`src/rtl/vga_pkg.sv`:
```
// Shared definitions for the VGA display path.
// Holds the default 640x480@60 timing, the counter widths derived from the
// default line/frame totals, and the record carried down the fetch-latency
// delay line.
package vga_pkg;

  localparam int H_ACTIVE_DEF = 640;
  localparam int H_FP_DEF     = 16;
  localparam int H_SYNC_DEF   = 96;
  localparam int H_BP_DEF     = 48;
  localparam int V_ACTIVE_DEF = 480;
  localparam int V_FP_DEF     = 10;
  localparam int V_SYNC_DEF   = 2;
  localparam int V_BP_DEF     = 33;

  localparam int H_TOTAL_DEF = H_ACTIVE_DEF + H_FP_DEF + H_SYNC_DEF + H_BP_DEF;
  localparam int V_TOTAL_DEF = V_ACTIVE_DEF + V_FP_DEF + V_SYNC_DEF + V_BP_DEF;

  // Bits needed to count 0..total-1; never less than one bit.
  function automatic int cnt_width(input int total);
    return (total <= 2) ? 1 : $clog2(total);
  endfunction

  // 800 and 525 both need 10 bits; smaller timings reuse the same width.
  localparam int H_CNT_W = cnt_width(H_TOTAL_DEF);
  localparam int V_CNT_W = cnt_width(V_TOTAL_DEF);

  typedef logic [H_CNT_W-1:0] hcnt_t;
  typedef logic [V_CNT_W-1:0] vcnt_t;

  // One raster position's worth of timing state, travelling alongside the
  // memory read so that it meets the returned pixel.
  typedef struct packed {
    logic hs;
    logic vs;
    logic act;
    logic win;
  } sync_t;

  // Value of a delay-line stage that carries no raster position yet.
  localparam sync_t SYNC_IDLE = '{hs: 1'b1, vs: 1'b1, act: 1'b0, win: 1'b0};

endpackage

```
`src/rtl/vga_frame_reader_if.sv`:
```
// Framebuffer read port.
//   mem_addr : read address, driven by the frame reader
//   mem_data : read data, driven by the pixel memory
// master = frame reader side, slave = memory side.
interface vga_frame_reader_if #(
  parameter int ADDR_W = 16,
  parameter int PIX_W  = 8
);
  logic [ADDR_W-1:0] mem_addr;
  logic [PIX_W-1:0]  mem_data;

  modport master (output mem_addr, input mem_data);
  modport slave  (input mem_addr, output mem_data);
endinterface

```
`src/rtl/vga_timing_gen.sv`:
```
// Raster timing generator.
//   vga_clk, reset : pixel clock, synchronous active-high reset
//   h, v           : current raster position (stage 0)
//   hsync_raw      : active-low horizontal sync for the current position
//   vsync_raw      : active-low vertical sync for the current position
//   active         : current position lies in the visible area
//   frame_start    : high while the position is h=0,v=0 (not during reset)
module vga_timing_gen
  import vga_pkg::*;
#(
  parameter int H_ACTIVE = H_ACTIVE_DEF,
  parameter int H_FP     = H_FP_DEF,
  parameter int H_SYNC   = H_SYNC_DEF,
  parameter int H_BP     = H_BP_DEF,
  parameter int V_ACTIVE = V_ACTIVE_DEF,
  parameter int V_FP     = V_FP_DEF,
  parameter int V_SYNC   = V_SYNC_DEF,
  parameter int V_BP     = V_BP_DEF
) (
  input  logic  vga_clk,
  input  logic  reset,
  output hcnt_t h,
  output vcnt_t v,
  output logic  hsync_raw,
  output logic  vsync_raw,
  output logic  active,
  output logic  frame_start
);

  localparam hcnt_t H_LAST   = hcnt_t'(H_ACTIVE + H_FP + H_SYNC + H_BP - 1);
  localparam vcnt_t V_LAST   = vcnt_t'(V_ACTIVE + V_FP + V_SYNC + V_BP - 1);
  localparam hcnt_t H_VIS    = hcnt_t'(H_ACTIVE);
  localparam vcnt_t V_VIS    = vcnt_t'(V_ACTIVE);
  localparam hcnt_t HS_START = hcnt_t'(H_ACTIVE + H_FP);
  localparam hcnt_t HS_END   = hcnt_t'(H_ACTIVE + H_FP + H_SYNC);
  localparam vcnt_t VS_START = vcnt_t'(V_ACTIVE + V_FP);
  localparam vcnt_t VS_END   = vcnt_t'(V_ACTIVE + V_FP + V_SYNC);

  // Pixel counter wraps at the end of each line and steps the line counter;
  // the line counter wraps at the end of the frame.
  always_ff @(posedge vga_clk) begin
    if (reset) begin
      h <= '0;
      v <= '0;
    end else if (h == H_LAST) begin
      h <= '0;
      v <= (v == V_LAST) ? '0 : v + 1'b1;
    end else begin
      h <= h + 1'b1;
    end
  end

  assign hsync_raw   = !((h >= HS_START) && (h < HS_END));
  assign vsync_raw   = !((v >= VS_START) && (v < VS_END));
  assign active      = (h < H_VIS) && (v < V_VIS);
  // Gated by reset so a held reset does not read as a stream of frame starts.
  assign frame_start = !reset && (h == '0) && (v == '0);

endmodule

```
`src/rtl/vga_frame_reader.sv`:
```
// VGA scan engine with a placed, optionally 2x-scaled framebuffer window.
//   vga_clk, reset : pixel clock, synchronous active-high reset
//   enable         : display enable; 0 blanks pixel data and parks mem_addr at 0
//   scale2x        : 0 = 1x, 1 = pixel/line doubling
//   x_off, y_off   : window top-left corner in active pixels/lines
//   border_color   : colour for the active area outside the window
//   mem            : framebuffer read port (master side). mem_data must carry
//                    the word for the mem_addr launched MEM_LAT clock edges
//                    earlier, the edge that loads mem_addr counting as the first.
//   pixel, hsync, vsync, blank_n : display outputs, MEM_LAT+1 cycles behind
//                    the raster counters; syncs are active-low
//   frame_start    : one-cycle pulse at h=0,v=0, counter-aligned
module vga_frame_reader
  import vga_pkg::*;
#(
  parameter int H_ACTIVE = H_ACTIVE_DEF,
  parameter int H_FP     = H_FP_DEF,
  parameter int H_SYNC   = H_SYNC_DEF,
  parameter int H_BP     = H_BP_DEF,
  parameter int V_ACTIVE = V_ACTIVE_DEF,
  parameter int V_FP     = V_FP_DEF,
  parameter int V_SYNC   = V_SYNC_DEF,
  parameter int V_BP     = V_BP_DEF,
  parameter int IMG_W    = 256,
  parameter int IMG_H    = 256,
  parameter int ADDR_W   = 16,
  parameter int PIX_W    = 8,
  parameter int MEM_LAT  = 1
) (
  input  logic              vga_clk,
  input  logic              reset,
  input  logic              enable,
  input  logic              scale2x,
  input  logic [9:0]        x_off,
  input  logic [9:0]        y_off,
  input  logic [PIX_W-1:0]  border_color,
  vga_frame_reader_if.master mem,
  output logic [PIX_W-1:0]  pixel,
  output logic              hsync,
  output logic              vsync,
  output logic              blank_n,
  output logic              frame_start
);

  // Image width is a power of two, so the address is {row, column}.
  localparam int XW = $clog2(IMG_W);
  localparam int YW = ADDR_W - XW;

  hcnt_t h;
  vcnt_t v;
  logic  hsync_raw, vsync_raw, active;

  vga_timing_gen #(
    .H_ACTIVE(H_ACTIVE), .H_FP(H_FP), .H_SYNC(H_SYNC), .H_BP(H_BP),
    .V_ACTIVE(V_ACTIVE), .V_FP(V_FP), .V_SYNC(V_SYNC), .V_BP(V_BP)
  ) u_timing (
    .vga_clk    (vga_clk),
    .reset      (reset),
    .h          (h),
    .v          (v),
    .hsync_raw  (hsync_raw),
    .vsync_raw  (vsync_raw),
    .active     (active),
    .frame_start(frame_start)
  );

  logic       at_origin;
  logic       scale_sh, scale_eff;
  logic [9:0] x_sh, y_sh, x_eff, y_eff;

  assign at_origin = (h == '0) && (v == '0);

  // Placement settings are frozen for a whole frame. They are latched at the
  // frame origin (and during reset); the origin pixel itself already uses the
  // live inputs so the new settings cover the complete frame.
  always_ff @(posedge vga_clk) begin
    if (reset || at_origin) begin
      scale_sh <= scale2x;
      x_sh     <= x_off;
      y_sh     <= y_off;
    end
  end

  assign scale_eff = at_origin ? scale2x : scale_sh;
  assign x_eff     = at_origin ? x_off   : x_sh;
  assign y_eff     = at_origin ? y_off   : y_sh;

  logic [10:0]       dx, dy, win_w, win_h;
  logic              in_win;
  logic [XW-1:0]     col;
  logic [YW-1:0]     row;
  logic [ADDR_W-1:0] addr;
  sync_t             stage0;

  // The >= guard runs first, so the 11-bit differences are never a wrapped
  // negative value when they reach the size compare.
  assign dx     = {1'b0, h} - {1'b0, x_eff};
  assign dy     = {1'b0, v} - {1'b0, y_eff};
  assign win_w  = scale_eff ? 11'(IMG_W * 2) : 11'(IMG_W);
  assign win_h  = scale_eff ? 11'(IMG_H * 2) : 11'(IMG_H);
  assign in_win = active && (h >= x_eff) && (dx < win_w)
                         && (v >= y_eff) && (dy < win_h);

  // In 2x mode each source pixel and line is used twice, so drop the LSB.
  assign col    = scale_eff ? dx[XW:1] : dx[XW-1:0];
  assign row    = scale_eff ? dy[YW:1] : dy[YW-1:0];
  assign addr   = {row, col};
  assign stage0 = '{hs: hsync_raw, vs: vsync_raw, act: active, win: in_win};

  // Read address register; parked at 0 whenever no fetch is wanted.
  always_ff @(posedge vga_clk) begin
    if (reset) begin
      mem.mem_addr <= '0;
    end else begin
      mem.mem_addr <= (enable && in_win) ? addr : '0;
    end
  end

  sync_t [MEM_LAT-1:0] dl;
  logic  [MEM_LAT-1:0] en_dl;

  // Timing state rides a MEM_LAT-deep shift register to meet mem_data.
  // The enable that launched each fetch rides along too, so that data fetched
  // while the display was disabled (address 0) is never shown.
  always_ff @(posedge vga_clk) begin
    if (reset) begin
      for (int i = 0; i < MEM_LAT; i++) dl[i] <= SYNC_IDLE;
      en_dl <= '0;
    end else begin
      dl[0]    <= stage0;
      en_dl[0] <= enable;
      for (int i = 1; i < MEM_LAT; i++) begin
        dl[i]    <= dl[i-1];
        en_dl[i] <= en_dl[i-1];
      end
    end
  end

  sync_t            tail;
  logic             en_tail;
  logic [PIX_W-1:0] pixel_next;

  assign tail    = dl[MEM_LAT-1];
  assign en_tail = en_dl[MEM_LAT-1];

  // Output colour: black outside the active area or while disabled (live
  // enable, so blanking is immediate), border around the window, memory
  // data inside it.
  always_comb begin
    pixel_next = '0;
    if (tail.act && enable) begin
      if (!tail.win)    pixel_next = border_color;
      else if (en_tail) pixel_next = mem.mem_data;
    end
  end

  // Final output register keeps pixel and syncs on the same cycle.
  always_ff @(posedge vga_clk) begin
    if (reset) begin
      pixel   <= '0;
      hsync   <= 1'b1;
      vsync   <= 1'b1;
      blank_n <= 1'b0;
    end else begin
      pixel   <= pixel_next;
      hsync   <= tail.hs;
      vsync   <= tail.vs;
      blank_n <= tail.act;
    end
  end

endmodule
```
`src/flat_wrapper.sv`:
```
// flat-port wrapper written by rule: the top's interface ports become plain ports
module vga_frame_reader_flat import vga_pkg::*;
#(
  parameter int H_ACTIVE = H_ACTIVE_DEF,
  parameter int H_FP     = H_FP_DEF,
  parameter int H_SYNC   = H_SYNC_DEF,
  parameter int H_BP     = H_BP_DEF,
  parameter int V_ACTIVE = V_ACTIVE_DEF,
  parameter int V_FP     = V_FP_DEF,
  parameter int V_SYNC   = V_SYNC_DEF,
  parameter int V_BP     = V_BP_DEF,
  parameter int IMG_W    = 256,
  parameter int IMG_H    = 256,
  parameter int ADDR_W   = 16,
  parameter int PIX_W    = 8,
  parameter int MEM_LAT  = 1
)
  (vga_clk, reset, enable, scale2x, x_off, y_off, border_color, pixel, hsync, vsync, blank_n, frame_start, mem_mem_addr, mem_mem_data);
  vga_frame_reader_if #(.ADDR_W(ADDR_W), .PIX_W(PIX_W)) mem_i ();
  input  logic vga_clk;
  input  logic reset;
  input  logic enable;
  input  logic scale2x;
  input  logic [9:0] x_off;
  input  logic [9:0] y_off;
  input  logic [PIX_W-1:0] border_color;
  output logic [PIX_W-1:0] pixel;
  output logic hsync;
  output logic vsync;
  output logic blank_n;
  output logic frame_start;
  output wire logic [$bits(mem_i.mem_addr)-1:0] mem_mem_addr;
  input wire logic [$bits(mem_i.mem_data)-1:0] mem_mem_data;
  assign mem_mem_addr = mem_i.mem_addr;
  assign mem_i.mem_data = mem_mem_data;
  vga_frame_reader #(.H_ACTIVE(H_ACTIVE), .H_FP(H_FP), .H_SYNC(H_SYNC), .H_BP(H_BP), .V_ACTIVE(V_ACTIVE), .V_FP(V_FP), .V_SYNC(V_SYNC), .V_BP(V_BP), .IMG_W(IMG_W), .IMG_H(IMG_H), .ADDR_W(ADDR_W), .PIX_W(PIX_W), .MEM_LAT(MEM_LAT)) u_core (.vga_clk(vga_clk), .reset(reset), .enable(enable), .scale2x(scale2x), .x_off(x_off), .y_off(y_off), .border_color(border_color), .mem(mem_i), .pixel(pixel), .hsync(hsync), .vsync(vsync), .blank_n(blank_n), .frame_start(frame_start));
endmodule
```
`config.mk`:
```
export PLATFORM = sky130hd
export DESIGN_NAME = vga_frame_reader_flat
export DESIGN_NICKNAME = d
export VERILOG_FILES = /design/src/rtl/vga_pkg.sv /design/src/rtl/vga_frame_reader_if.sv /design/src/rtl/vga_timing_gen.sv /design/src/rtl/vga_frame_reader.sv /design/src/flat_wrapper.sv
export SDC_FILE = /design/constraint.sdc
export NUM_CORES = 1
export LEC_CHECK = 0
export BUFFER_PORTS_ARGS = -buffer_cell sky130_fd_sc_hd__buf_4
export CORE_MARGIN = 1.5
export CORE_UTILIZATION = 50
export DETAILED_ROUTE_END_ITERATION = 16
export GPL_TIMING_DRIVEN = 0
export PLACE_DENSITY = 0.72
export SYNTH_ARGS = -nofsm -noshare
export SYNTH_HDL_FRONTEND = slang
export SYNTH_SLANG_ARGS = --single-unit
```
`constraint.sdc`:
```
create_clock -name vga_clk -period 5.3 [get_ports vga_clk]
set_input_delay 1.59 -clock vga_clk [delete_from_list [all_inputs] [get_ports vga_clk]]
set_output_delay 1.59 -clock vga_clk [all_outputs]
set_load 0.01 [all_outputs]
```
# Yosys cells after proc, flatten, opt, wreduce, memory -nomap -nowiden

Index checks and enable logic that the tools add are counted.

Register bits after elaboration: 73
Bits of input ports: 40
Output and inout port bits: 28
Word-level logic and storage cells: 63

Add/subtract/negate cells: 4
Magnitude comparators: 10
Eq/ne operators: 2
Mux-type cells: 9
Bitwise operators: 2
Reduce and logical (&&, ||, !) cells: 21

Operator list:

| operator                                                                             | number |
|---|---|
| 10-bit two-way mux                                                                   | 4 |
| 8-bit two-way mux                                                                    | 4 |
| 11-bit less-than comparator                                                          | 2 |
| 10-bit by 10-bit subtractor with 11-bit output                                       | 2 |
| 10-bit by 1-bit adder with 10-bit output, second input constant                      | 2 |
| 10-bit == test, second input constant                                                | 2 |
| 10-bit greater-or-equal comparator                                                   | 2 |
| 10-bit logical NOT                                                                   | 2 |
| 10-bit less-than comparator, second input constant                                   | 2 |
| 10-bit by 9-bit less-than comparator with 1-bit output, second input constant        | 2 |
| 1-bit logical AND                                                                    | 12 |
| 10-bit greater-or-equal comparator, second input constant                            | 1 |
| 10-bit by 9-bit greater-or-equal comparator with 1-bit output, second input constant | 1 |
| 2-bit OR reduction                                                                   | 3 |
| 1-bit logical NOT                                                                    | 3 |
| 1-bit inverter                                                                       | 2 |
| 1-bit logical OR                                                                     | 1 |
| 1-bit two-way mux                                                                    | 1 |

# Logic depth before layout (Yosys ltp)

Gate-level depths: netlist of run 1.

Depth after elaboration: 11
Mapped depth: 22
Depth with buffers taken out: 19

# By module

From an unflattened synthesis of run 1, not the netlist that was laid out.

Cell total of the unflattened synthesis: 432
Area total of the unflattened synthesis: 4265.3 µm²

By module, submodules not included:

| module           | times used | cells each | area an instance (µm²) | sequential area each (µm²) |
|---|---|---|---|---|
| vga_frame_reader | 1          | 307        | 3185.6                 | 1271.2 |
| vga_timing_gen   | 1          | 125        | 1079.8                 | 400.4 |

# Worst setup path after synthesis of run 1

OpenSTA, ideal clock, no wires.

Path type: register to register
Start point: register u_core.u_timing.h[1]
End point: register u_core.mem.mem_addr[10]
Library setup time: 0.088 ns
Data arrival time: 4.558 ns
Required time: 5.212 ns
Setup slack: 0.654 ns
Cell stages (with the launch flop): 23
Path buffers: 3
Period minus slack after synthesis: 4.646 ns
Cell sequence: dfxtp_1 > inv_1 > ha_1 > nor3b_1 > and4_4 > nor2b_1 > buf_2 > buf_2 > mux2i_1 > ha_1 > nor2b_1 > o21ai_0 > a21oi_1 > o31ai_1 > a21oi_1 > xor2_1 > ha_1 > nor3_1 > o21ai_0 > a211oi_1 > o211ai_4 > buf_6 > nor4_2

Cells in the longest elaborated chain, start to end: 11
Elaborated cells between the ends (all ways): 22
Classes of those cells: add/sub (2); order compare (5); mux (5); bitwise (1); reduce/logical (9)

RTL lines:

| element                                                                | RTL line                                       | RTL |
|---|---|---|
| start, declared                                                        | vga_timing_gen.sv:22                           | `output hcnt_t h,` |
| start signal, assigned                                                 | vga_timing_gen.sv:49                           | `h <= h + 1'b1;` |
| 10-bit logical NOT                                                     | vga_frame_reader.sv:71                         | `assign at_origin = (h == '0) && (v == '0);` |
| 1-bit logical AND                                                      | vga_frame_reader.sv:71                         |  |
| 10-bit two-way mux or 1-bit two-way mux (tied branches)                | vga_frame_reader.sv:85, vga_frame_reader.sv:84 |  |
| 10-bit by 10-bit subtractor with 11-bit output (tied with other cells) | vga_frame_reader.sv:97                         | `assign dx = {1'b0, h} - {1'b0, x_eff};` |
| 11-bit less-than comparator or 1-bit logical AND (tied branches)       | vga_frame_reader.sv:101                        | `assign in_win = active && (h >= x_eff) && (dx < win_w)` |
| 1-bit logical AND                                                      | vga_frame_reader.sv:101                        |  |
| 1-bit logical AND (2 in series)                                        | vga_frame_reader.sv:102                        | `&& (v >= y_eff) && (dy < win_h);` |
| 1-bit logical AND                                                      | vga_frame_reader.sv:115                        | `mem.mem_addr <= (enable && in_win) ? addr : '0;` |
| 1-bit inverter (no source line)                                        | n/a                                            |  |
| 2-bit OR reduction (no source line)                                    | n/a                                            |  |
| end signal, assigned                                                   | vga_frame_reader.sv:115                        |  |
| end, declared                                                          | vga_frame_reader_if.sv:12                      | `modport master (output mem_addr, input mem_data);` |

Parallel ways exist; a longest one is shown, timed or not.
A chain may end at the register's enable or synchronous reset.

# Worst setup path after layout of run 1

Start point: register u_core.u_timing.v[0]
End point: register u_core.mem.mem_addr[15]

Cells in the longest elaborated chain, start to end: 11
Elaborated cells between the ends (all ways): 22
Classes of those cells: add/sub (2); order compare (5); mux (5); bitwise (1); reduce/logical (9)

RTL lines:

| element                                                                | RTL line                                       | RTL |
|---|---|---|
| start, declared                                                        | vga_timing_gen.sv:23                           | `output vcnt_t v,` |
| start signal, assigned                                                 | vga_timing_gen.sv:47                           | `v <= (v == V_LAST) ? '0 : v + 1'b1;` |
| 10-bit logical NOT                                                     | vga_frame_reader.sv:71                         |  |
| 1-bit logical AND                                                      | vga_frame_reader.sv:71                         |  |
| 10-bit two-way mux or 1-bit two-way mux (tied branches)                | vga_frame_reader.sv:85, vga_frame_reader.sv:84 |  |
| 10-bit by 10-bit subtractor with 11-bit output (tied with other cells) | vga_frame_reader.sv:97                         |  |
| 11-bit less-than comparator or 1-bit logical AND (tied branches)       | vga_frame_reader.sv:101                        |  |
| 1-bit logical AND                                                      | vga_frame_reader.sv:101                        |  |
| 1-bit logical AND (2 in series)                                        | vga_frame_reader.sv:102                        |  |
| 1-bit logical AND                                                      | vga_frame_reader.sv:115                        |  |
| 1-bit inverter (no source line)                                        | n/a                                            |  |
| 2-bit OR reduction (no source line)                                    | n/a                                            |  |

Parallel ways exist; a longest one is shown, timed or not.

==> impl_metrics.env, run 1 <==
export IMPL_finClkSkew_ns=0.009186
export IMPL_drt_initial_drc_count=113
export IMPL_grt_pass1_vias=3309
export IMPL_setup_viol_count_final=0
export IMPL_synth_sequential_area_ratio_pct=39.04
export IMPL_root_buffer="clkbuf_8"
export IMPL_die_w_um=95.54
export IMPL_synth_seq_cells=73
export IMPL_rr_worst_depth=22
export IMPL_die_h_um=95.54
export IMPL_globalplace_congestion=0.8611
export IMPL_synthToLayoutAreaGrowth_pct=19.55
export IMPL_grt_max_degree=22
export IMPL_die_area_um2=9127
export IMPL_r2r_end="u_core.mem.mem_addr[15]"
export IMPL_syn_inst=435
export IMPL_min_period_ns=4.934
export IMPL_power_density_nw_per_um2=268.0
export IMPL_path_cells="inv_1 > ha_1 > nor2b_1 > nand2_1 > nor2b_1 > clkbuf_4 > buf_4 > mux2i_2 > ha_1 > nor2b_1 > o21ai_1 > a21oi_1 > o31ai_2 > a21oi_1 > xor2_1 > ha_1 > nor3_1 > o21ai_0 > a211oi_2 > o211ai_4 > buf_6 > nor4_2"
export IMPL_synth_top_area_share_pct=24.31
export IMPL_syn_avg_cell_area_um2=9.843
export IMPL_drive_gt1_share_pct=22.97
export IMPL_peakVddDrop_mv=0.1521
export IMPL_fin_cells=623
export IMPL_slew_headroom_pct=28.90
export IMPL_syn_nets=504
export IMPL_via_count=3421
export IMPL_core_um2=8258
export IMPL_fmax_ghz=0.2027
export IMPL_cts_max_path_buffers=2
export IMPL_synth_cell_types=58
export IMPL_worst_path_max_delay_cell="dfxtp_1"
export IMPL_crit_path_end_kind="flop"
export IMPL_r2r_start="u_core.u_timing.v[0]"
export IMPL_drv_slew=0
export IMPL_tightest_slew_ns=1.066
export IMPL_mappedNetlistArea_um2=4282
export IMPL_post_dp_hpwl_mm=7.161
export IMPL_post_route_util_pct=61.98
export IMPL_wire_per_inst_um=14.75
export IMPL_antenna_found_initial=0
export IMPL_first_pass_iters=4
export IMPL_clock_latency_ns=0.36
export IMPL_io_buffers=67
export IMPL_viasPerCell=5.491
export IMPL_io_pins=68
export IMPL_remaining_drc_errors=0
export IMPL_clkSinkCount=73
export IMPL_synth_area_top_cells="dfxtp_1, edfxtp_1, mux2i_1"
export IMPL_finalHoldViolCount=0
export IMPL_crit_start="u_core.u_timing.v[0]"
export IMPL_dpl_worst_slack_ns=-0.1587
export IMPL_cts_tree="built"
export IMPL_max_stage_delay_ns=0.36
export IMPL_cp_endpoint="u_core.mem.mem_addr[15]"
export IMPL_max_cap_violations=0
export IMPL_wl_mm=9.188
export IMPL_core_rowCount=33
export IMPL_arrival_ns=5.20
export IMPL_synth_ff_type="dfxtp_1"
export IMPL_synth_edf_count=21
export IMPL_hp_class="reg -> reg"
export IMPL_yosys_warnings=0
export IMPL_cts_max_level=3
export IMPL_crit_type="reg -> reg"
export IMPL_grt_usage_pct=21.94
export IMPL_required_ns=5.57
export IMPL_n_antenna_cell=0
export IMPL_gr_total_overflow=0
export IMPL_cts_clk_slew_worst_paths_ns=0.07
export IMPL_numCtsBuffers=9
export IMPL_start_util_pct=51.85
export IMPL_synth_area_leader_cell="dfxtp_1"
export IMPL_grt_pass1_wl_mm=15.28
export IMPL_fillers=715
export IMPL_rsz0062_at_grt="false"
export IMPL_crit_fanout=10
export IMPL_fin_nets=582
export IMPL_p_leak_nw=2.180
export IMPL_min_period_over_period_pct=93.09
export IMPL_r2r_slack_ns=0.37
export IMPL_cp_start_kind="flop"
export IMPL_fin_ws_ns=0.3661
export IMPL_drtAntennaViolNets=0
export IMPL_dp_cells=607
export IMPL_status="completed"
export IMPL_async_flop_share_pct=0
==> layout make-up <==
type                            count  area [µm²]  share of cell area (%)
Multi-Input combinational cell    326        2457                   48.01
Inverter                           19       71.32                   1.393
Clock buffer                        9       123.9                   2.420
Tap cell                          105       131.4                   2.567
Sequential cell                    73        1672                   32.66
Timing Repair Buffer               67       503.0                   9.826
Buffer                             17       100.1                   1.956
Clock inverter                      7       60.06                   1.173
==> sequential cells by signal, indices dropped and copies added (netlist names), 4 cells and up <==
| register | count |
|---|---|
| u_core.x_sh | 10 |
| u_core.u_timing.v | 10 |
| u_core.u_timing.h | 10 |
| u_core.y_sh | 10 |
| u_core.dl | 4 |
| u_core.mem.mem_addr | 16 |
| u_core.pixel | 8 |
==> critical path, delay by kind of cell, from the launching register on <==
family                     cells  cell delay, ns
AOI/OAI and AO/OA              7            1.38
xor gates and xnor gates       1            0.17
adders and majority gates      3            0.65
buffers and inverters          4            0.88
DFF                            1            0.36
muxes                          1            0.30
and+or+nand+nor                6            1.08
==> cells by family after synthesis <==
family                     share of synthesized area [%]
buffers and inverters                              3.887
adders and majority gates                          8.825
muxes                                              8.475
and+or+nand+nor                                    21.98
AOI/OAI and AO/OA                                  12.27
xor gates and xnor gates                           5.523
DFF                                                39.04
==> layout by cell type, fill, tap and decap left out, types with 3 or more instances in the layout <==
| master | n |
|---|---|
| a211oi_1 | 3 |
| a21oi_1 | 28 |
| and3_1 | 4 |
| and4_1 | 4 |
| buf_4 | 69 |
| buf_6 | 3 |
| clkbuf_1 | 9 |
| clkbuf_8 | 9 |
| clkinv_1 | 3 |
| dfxtp_1 | 52 |
| edfxtp_1 | 21 |
| ha_1 | 27 |
| inv_1 | 19 |
| mux2i_1 | 33 |
| nand2_1 | 20 |
| nand2b_1 | 7 |
| nand3_1 | 18 |
| nand4_1 | 9 |
| nor2_1 | 39 |
| nor2b_1 | 14 |
| nor3_1 | 16 |
| nor3b_1 | 3 |
| nor4_1 | 7 |
| nor4_2 | 9 |
| o21a_1 | 3 |
| o21ai_0 | 6 |
| o21bai_1 | 5 |
| xnor2_1 | 9 |
| xor2_1 | 18 |
==> what timing repair did <==
action / in CTS / in global routing
hold buffers: 0 / 0
buffers inserted: 0 / 0
pin swaps: 0 / 1
gates cloned: 0 / 0
gates resized for setup: 2 / 4
endpoints found under the setup margin: 15 / 17
==> cells in the mapped netlist, drive strengths merged, types with 5 or more instances <==
cell type,instances
xnor2,9
o21ai,7
and4,5
nor3,18
mux2i,34
a211oi,5
nand2,20
inv,19
nor4,18
clkbuf,9
nor2b,14
edfxtp,21
dfxtp,52
ha,27
a21oi,29
buf,8
xor2,18
nand2b,7
o21bai,5
nor2,39
nand4,9
nand3,19
==> power breakdown <==
| group | switching [mW] | internal [mW] |
|---|---|---|
| sequential | 0.00896 | 0.598 |
| clock | 0.206 | 0.212 |
| combinational | 0.194 | 0.152 |
==> through the flow <==
| step | setup TNS, ns | power, mW | hold WS (ns) | area [µm²] |
|---|---|---|---|---|
| floorplan | 0 | 0.8735 | 0.3895 | 4282 |
| global placement | -0.2536 | 0.9499 | 0.4040 | 4916 |
| detailed placement | -1.300 | 0.9577 | 0.3966 | 4916 |
| CTS | 0 | 1.376 | 0.4186 | 5107 |
| global route | 0 | 1.442 | 0.4355 | 5119 |
| finish | 0 | 1.372 | 0.4186 | 5119 |
==> how the worst min path moves through the flow <==
stage	start	to	slack [ns]	cells past startpoint
floorplan	u_core.dl[3]	u_core.hsync	0.39	1
global placement	u_core.dl[2]	u_core.vsync	0.40	1
detailed placement	u_core.dl[2]	u_core.vsync	0.40	1
CTS	u_core.dl[2]	u_core.vsync	0.42	1
global route	u_core.dl[2]	u_core.vsync	0.44	1
finish	u_core.dl[2]	u_core.vsync	0.42	1
==> metal layers <==
metal | up-vias | GRT usage [%] | share of wire, %
met2 | 75 | 34.74 | 44
li1 | 1742 | - | -
met1 | 1591 | 29.20 | 49
met5 | - | 0 | 0
met4 | 0 | 9.804 | 1.8
met3 | 13 | 3.748 | 4.8
No activity file was read; power rests on OpenSTA's default activity.
==> run 2: changes to the inputs <==
- SYNTH_HIERARCHICAL: unset -> 1
==> run 2 against run 1 <==
  * First-iteration DRC count up 44%
  * Via count up 4.3%
  * Maximum frequency fell by 1.2%
  * Final cell count is 0.48% lower
  * Largest cell class unchanged
  * Highest routed layer unchanged
==> impl_metrics.env, run 2 <==
export IMPL_status="completed"
export IMPL_cts_clk_slew_worst_paths_ns=0.08
export IMPL_die_w_um=95.36
export IMPL_layout_commonest_cell="buf_4"
export IMPL_postCtsSetupBuffers=0
export IMPL_slew_headroom_pct=56.38
export IMPL_max_cap_violations=0
export IMPL_min_period_over_period_pct=94.21
export IMPL_drv_slew=0
export IMPL_arrival_ns=5.26
export IMPL_setup_viol_count_final=0
export IMPL_synth_sequential_area_ratio_pct=39.19
export IMPL_antenna_found_initial=0
export IMPL_grt_usage_pct=22.01
export IMPL_dp_cells=604
export IMPL_cts_max_level=3
export IMPL_dpl_worst_slack_ns=-0.05223
export IMPL_cts_tree="built"
export IMPL_setup_tns_ns=0
export IMPL_start_util_pct=51.65
export IMPL_cts_max_path_buffers=2
export IMPL_grt_pass1_wl_mm=15.51
export IMPL_n_antenna_cell=0
export IMPL_yosys_warnings=6
export IMPL_rsz0062_at_grt="false"
export IMPL_min_period_ns=4.993
export IMPL_synth_seq_cells=73
export IMPL_via_count=3567
export IMPL_core_rowCount=33
export IMPL_finClkSkew_ns=0.01167
export IMPL_layout_common_cells="buf_4, dfxtp_1, mux2i_1"
export IMPL_largest_reg_flops=16
export IMPL_root_buffer="clkbuf_8"
export IMPL_grt_pass1_vias=3302
export IMPL_fin_cells=620
export IMPL_first_pass_iters=5
export IMPL_synth_edf_count=21
export IMPL_io_pins=68
export IMPL_largest_register="u_core/mem.mem_addr"
export IMPL_post_route_util_pct=62.18
export IMPL_fillers=704
export IMPL_clkSinkCount=73
export IMPL_viasPerCell=5.753
export IMPL_peakVddDrop_mv=0.1525
export IMPL_drtAntennaViolNets=0
export IMPL_gr_total_overflow=0
export IMPL_power_density_nw_per_um2=275.0
export IMPL_syn_avg_cell_area_um2=9.873
export IMPL_die_h_um=95.36
export IMPL_die_area_um2=9094
export IMPL_synth_ff_type="dfxtp_1"
export IMPL_wire_per_inst_um=15.47
export IMPL_wl_mm=9.592
export IMPL_synthToLayoutAreaGrowth_pct=20.39
export IMPL_syn_nets=501
export IMPL_fin_ws_ns=0.3068
export IMPL_globalplace_congestion=0.8800
export IMPL_clock_latency_ns=0.34
export IMPL_r2r_slack_ns=0.31
export IMPL_remaining_drc_errors=0
export IMPL_p_leak_nw=2.248
export IMPL_drive_gt1_share_pct=25.44
export IMPL_async_flop_share_pct=0
export IMPL_synthMostInstantiatedCell="dfxtp_1"
export IMPL_synth_area_top_cells="dfxtp_1, edfxtp_1, mux2i_1"
export IMPL_io_buffers=67
export IMPL_tightest_slew_ns=0.6530
export IMPL_fin_nets=579
export IMPL_cp_start_kind="flop"
export IMPL_crit_path_end_kind="flop"
export IMPL_fmax_ghz=0.2003
export IMPL_synth_top_area_share_pct=24.41
export IMPL_hp_class="reg -> reg"
export IMPL_mappedNetlistArea_um2=4265
export IMPL_crit_fanout=10
export IMPL_syn_inst=432
export IMPL_grt_max_degree=22
export IMPL_required_ns=5.56
export IMPL_core_um2=8258
export IMPL_post_dp_hpwl_mm=7.166
export IMPL_synth_cell_types=66
export IMPL_crit_type="reg -> reg"
export IMPL_synth_top_cells_by_count="dfxtp_1, mux2i_1, a21oi_1, ha_1, nor2_1"
export IMPL_numCtsBuffers=9
export IMPL_finalHoldViolCount=0
export IMPL_drt_initial_drc_count=163
export IMPL_synth_area_leader_cell="dfxtp_1"
run 2: changes by cell type after synthesis, sizes merged, moves of 5 or more:
| cell | before | now |
|---|---|---|
| nor2 | 39 | 28 |
| nor3 | 18 | 26 |
| xor2 | 18 | 11 |
| nor4 | 18 | 8 |
| o21ai | 7 | 15 |
| and3 | 4 | 12 |
| nand3 | 19 | 14 |
run 2: routing by layer:
layer	vias to the layer above	track usage, %	part of all wire, %
li1	1754	-	-
met1	1694	29.14	47
met2	110	36.41	46
met3	9	3.828	5.4
met4	0	6.716	0.95
met5	-	0	0
run 2: through the flow:
stage          power, mW  hold slack, ns  instance area [µm²]
2_1_floorplan     0.8543          0.3895                 4265
3_5_place_dp      0.9398          0.4102                 4900
6_report           1.412          0.4270                 5135
5_1_grt            1.484          0.4418                 5135
4_1_cts            1.418          0.4298                 5121
3_3_place_gp      0.9302          0.4003                 4900
run 2: path summary, 6_finish.rpt:
check	start	end	depth (start not counted)
worst max-delay path	u_core/u_timing/v[4]	u_core/mem.mem_addr[7]	18
worst min-delay path	u_core/dl[2]	u_core/vsync	1
worst min register to register	u_core/dl[2]	u_core/vsync	1
worst max register to register	u_core/u_timing/v[4]	u_core/mem.mem_addr[7]	18
run 2: cells by family after synthesis:
| logic type | after synthesis | synth area share [%] |
|---|---|---|
| multiplexers | 38 | 8.976 |
| AND/OR/NAND/NOR | 160 | 22.50 |
| adder cells (fa/ha/maj) | 29 | 8.859 |
| AO/OA/AOI/OAI | 81 | 12.35 |
| buffers and inverters | 31 | 4.019 |
| XOR/XNOR | 20 | 4.107 |
| flip-flops | 73 | 39.19 |
run 2: worst max-delay path, cell delays in order (launching register included):
cell	delay, ns
dfxtp_1	0.43
nor4_1	0.31
nand3_1	0.20
nor2_2	0.26
clkbuf_4	0.32
mux2i_1	0.35
ha_1	0.31
nor2b_1	0.13
o21a_1	0.23
o211a_1	0.24
or3_1	0.31
a21oi_1	0.19
xnor2_1	0.09
ha_1	0.18
or4b_1	0.48
or4_1	0.42
buf_6	0.16
buf_12	0.15
nor3_2	0.16
run 2: final cells by class:
class	count	area, µm²	area share (%)
Buffer	14	115.1	2.242
Clock buffer	10	137.6	2.680
Clock inverter	6	81.33	1.584
Inverter	17	63.81	1.243
Multi-Input combinational cell	328	2431	47.34
Sequential cell	73	1672	32.55
Tap cell	105	131.4	2.558
Timing Repair Buffer	67	503.0	9.795
run 2: where the power goes:
| group | leakage [nW] | internal (mW) | switching [mW] |
|---|---|---|---|
| combinational | 1.50 | 0.147 | 0.177 |
| clock | 0.110 | 0.275 | 0.205 |
| sequential | 0.635 | 0.597 | 0.0101 |
run 2: repair_timing:
item,CTS,global route
resized for setup,2,6
hold buffers,0,0
setup endpoints to repair,12,17
hold endpoints to repair,0,0
==> run 3: changes to the inputs <==
- ABC_AREA: unset -> 1
- ABC_CLOCK_PERIOD_IN_PS: unset -> 5300
==> run 3 against run 2 <==
  * Sequential power barely moved
  * Combinational power fell by 8.6%
  * Register-to-register slack improved by 0.57 ns
  * Non-clock buffer count fell by 5
  * Worst hold slack got worse by 0.017 ns
  * Largest power group unchanged
==> impl_metrics.env, run 3 <==
export IMPL_first_pass_iters=4
export IMPL_max_cap_violations=0
export IMPL_drtAntennaViolNets=0
export IMPL_grt_usage_pct=21.38
export IMPL_die_area_um2=9295
export IMPL_min_period_over_period_pct=83.42
export IMPL_synth_edf_count=21
export IMPL_cts_tree="built"
export IMPL_worst_path_max_delay_cell="dfxtp_1"
export IMPL_setup_tns_ns=0
export IMPL_core_um2=8341
export IMPL_drv_slew=0
export IMPL_min_path_cells=1
export IMPL_wl_mm=9.350
export IMPL_synthMostInstantiatedCell="nand2_1"
export IMPL_synth_ff_type="dfxtp_1"
export IMPL_synth_top_cells_by_count="nand2_1, inv_1, nor2_1, dfxtp_1, nand3_1"
export IMPL_status="completed"
export IMPL_path_cells="nor2_1 > nand2_1 > nor2_2 > nand3_2 > clkbuf_1 > mux2i_1 > ha_1 > a21oi_1 > nand2_1 > a21boi_1 > o21ai_0 > a21boi_0 > xor2_1 > inv_1 > ha_1 > nor3_1 > nand2_1 > inv_1 > nand3_1 > nor2_2 > nand3_4 > buf_6 > nor2_2"
export IMPL_r2r_start="u_core/u_timing/v[1]"
export IMPL_numCtsBuffers=9
export IMPL_die_h_um=96.41
export IMPL_max_stage_delay_ns=0.59
export IMPL_required_ns=5.58
export IMPL_synth_area_top_cells="dfxtp_1, edfxtp_1, nand2_1"
export IMPL_syn_avg_cell_area_um2=7.819
export IMPL_cp_start_kind="flop"
export IMPL_intPower_mw=0.9467
export IMPL_layout_commonest_cell="nand2_1"
export IMPL_peakVddDrop_mv=0.1047
export IMPL_p_sw_mw=0.3880
export IMPL_crit_path_end_kind="flop"
export IMPL_synthToLayoutAreaGrowth_pct=19.04
export IMPL_antenna_found_initial=0
export IMPL_crit_fanout=10
export IMPL_tightest_slew_ns=0.9929
export IMPL_rsz0062_at_grt="false"
export IMPL_via_count=3749
export IMPL_wire_per_inst_um=12.53
export IMPL_place_area_um2=4997
export IMPL_netSwitchingFraction_pct=29.07
export IMPL_largest_reg_flops=16
export IMPL_setup_viol_count_final=0
export IMPL_drt_initial_drc_count=154
export IMPL_r2r_end="u_core/mem.mem_addr[13]"
export IMPL_arrival_ns=4.70
export IMPL_async_flop_share_pct=0
export IMPL_post_dp_hpwl_mm=7.372
export IMPL_yosys_warnings=6
export IMPL_finalHoldViolCount=0
export IMPL_seqPwrFrac_pct=45.4
export IMPL_finClkSkew_ns=0.009950
export IMPL_r2r_slack_ns=0.88
export IMPL_hold_buffers=0
export IMPL_die_w_um=96.41
export IMPL_synth_top_area_share_pct=23.86
export IMPL_syn_nets=627
export IMPL_crit_type="reg -> reg"
export IMPL_power_density_nw_per_um2=257.0
export IMPL_crit_start="u_core/u_timing/v[1]"
export IMPL_synth_cell_types=46
export IMPL_cp_endpoint="u_core/mem.mem_addr[13]"
export IMPL_grt_pass1_wl_mm=15.12
export IMPL_remaining_drc_errors=0
export IMPL_syn_inst=558
export IMPL_fin_nets=705
export IMPL_power_frac_comb_pct=22.2
export IMPL_gr_total_overflow=0
export IMPL_grt_pass1_vias=3356
export IMPL_largest_register="u_core/mem.mem_addr"
export IMPL_clock_latency_ns=0.34
export IMPL_globalplace_congestion=0.9276
export IMPL_cts_max_path_buffers=2
export IMPL_cts_clk_slew_worst_paths_ns=0.08
export IMPL_start_util_pct=52.31
export IMPL_cts_resized_gates=0
export IMPL_dp_cells=730
export IMPL_fmax_ghz=0.2262
export IMPL_p_leak_nw=2.519
export IMPL_mappedNetlistArea_um2=4363
export IMPL_synth_sequential_area_ratio_pct=38.31
export IMPL_rr_worst_depth=23
export IMPL_viasPerCell=5.025
export IMPL_io_buffers=67
export IMPL_fin_worst_hold_slack_ns=0.4101
export IMPL_synth_area_leader_cell="dfxtp_1"
export IMPL_hp_class="reg -> reg"
export IMPL_layout_common_cells="nand2_1, buf_4, inv_1"
export IMPL_fin_cells=746
export IMPL_n_antenna_cell=0
export IMPL_min_period_ns=4.421
export IMPL_final_area_um2=5194
export IMPL_postCtsSetupBuffers=0
export IMPL_cts_max_level=3
export IMPL_drive_gt1_share_pct=20.75
export IMPL_slew_headroom_pct=33.64
export IMPL_io_pins=68
export IMPL_root_buffer="clkbuf_8"
export IMPL_pwr_share_clk_pct=32.4
export IMPL_grt_max_degree=22
export IMPL_core_rowCount=33
export IMPL_synth_seq_cells=73
export IMPL_clkSinkCount=73
[run 3: cell types whose count changed in the layout (fill, tap and decap cells not counted), moves of 12 or more]
cell,before,now
nor2_2,2,14
nand3_1,14,30
mux2i_1,36,18
nand2_1,19,138
nor2_1,26,60
inv_1,17,68
[run 3: worst max-delay path: cells and delay by family (launching register included)]
kind                     cells  cell delay, ns
buffers and inverters        4            0.83
adder cells (fa/ha/maj)      2            0.50
multiplexers                 1            0.31
AO/OA/AOI/OAI                4            0.85
flip-flops                   1            0.59
XOR/XNOR                     1            0.16
AND/OR/NAND/NOR             11            1.11
[run 3: layout make-up]
cell class                      count  area [µm²]
Inverter                           71       266.5
Buffer                              9       62.56
Multi-Input combinational cell    405        2362
Timing Repair Buffer               67       503.0
Sequential cell                    73        1672
Tap cell                          105       131.4
Fill cell                         779        3147
Clock inverter                      5       55.05
Clock buffer                       11       141.4
[run 3: worst min-delay path by stage]
stage | start | endpoint | slack (ns)
final | u_core/dl[2] | u_core/vsync | 0.41
after global routing | u_core/dl[3] | u_core/hsync | 0.44
after floorplan | u_core/dl[3] | u_core/hsync | 0.39
after global placement | u_core/dl[2] | u_core/vsync | 0.40
after CTS | u_core/dl[2] | u_core/vsync | 0.41
after detailed placement | u_core/dl[2] | u_core/vsync | 0.39
[run 3: power groups by stage]
stage | sequential, mW | clock (mW) | combinational, mW
2_1_floorplan | 0.616 | 0 | 0.217
3_3_place_gp | 0.618 | 0 | 0.292
3_5_place_dp | 0.619 | 0 | 0.297
4_1_cts | 0.606 | 0.443 | 0.298
5_1_grt | 0.609 | 0.469 | 0.334
6_report | 0.606 | 0.432 | 0.297
[run 3: cell families after synthesis]
logic type	share of synthesized area (%)
muxes	4.646
buffers and inverters	7.542
AOI/OAI and AO/OA	7.169
DFF	38.31
xor gates and xnor gates	2.810
adders and majority gates	8.661
and+or+nand+nor	30.86
[run 3: stage by stage]
step / util, % / power (mW) / setup slack [ns]
floorplan: - / 0.8331 / 1.291
global placement: 59.92 / 0.9093 / 0.8002
detailed placement: 59.92 / 0.9155 / 0.7691
CTS: 62.27 / 1.347 / 0.8921
global route: 62.27 / 1.411 / 0.4725
finish: 62.27 / 1.335 / 0.8788
[run 3: routing by layer]
metal / share of wire [%] / track usage [%] / wire (µm)
met5: 0 / 0 / 0
met4: 1.4 / 7.367 / 128
met3: 5.0 / 4.225 / 471
met2: 46 / 34.92 / 4323
met1: 47 / 28.21 / 4427
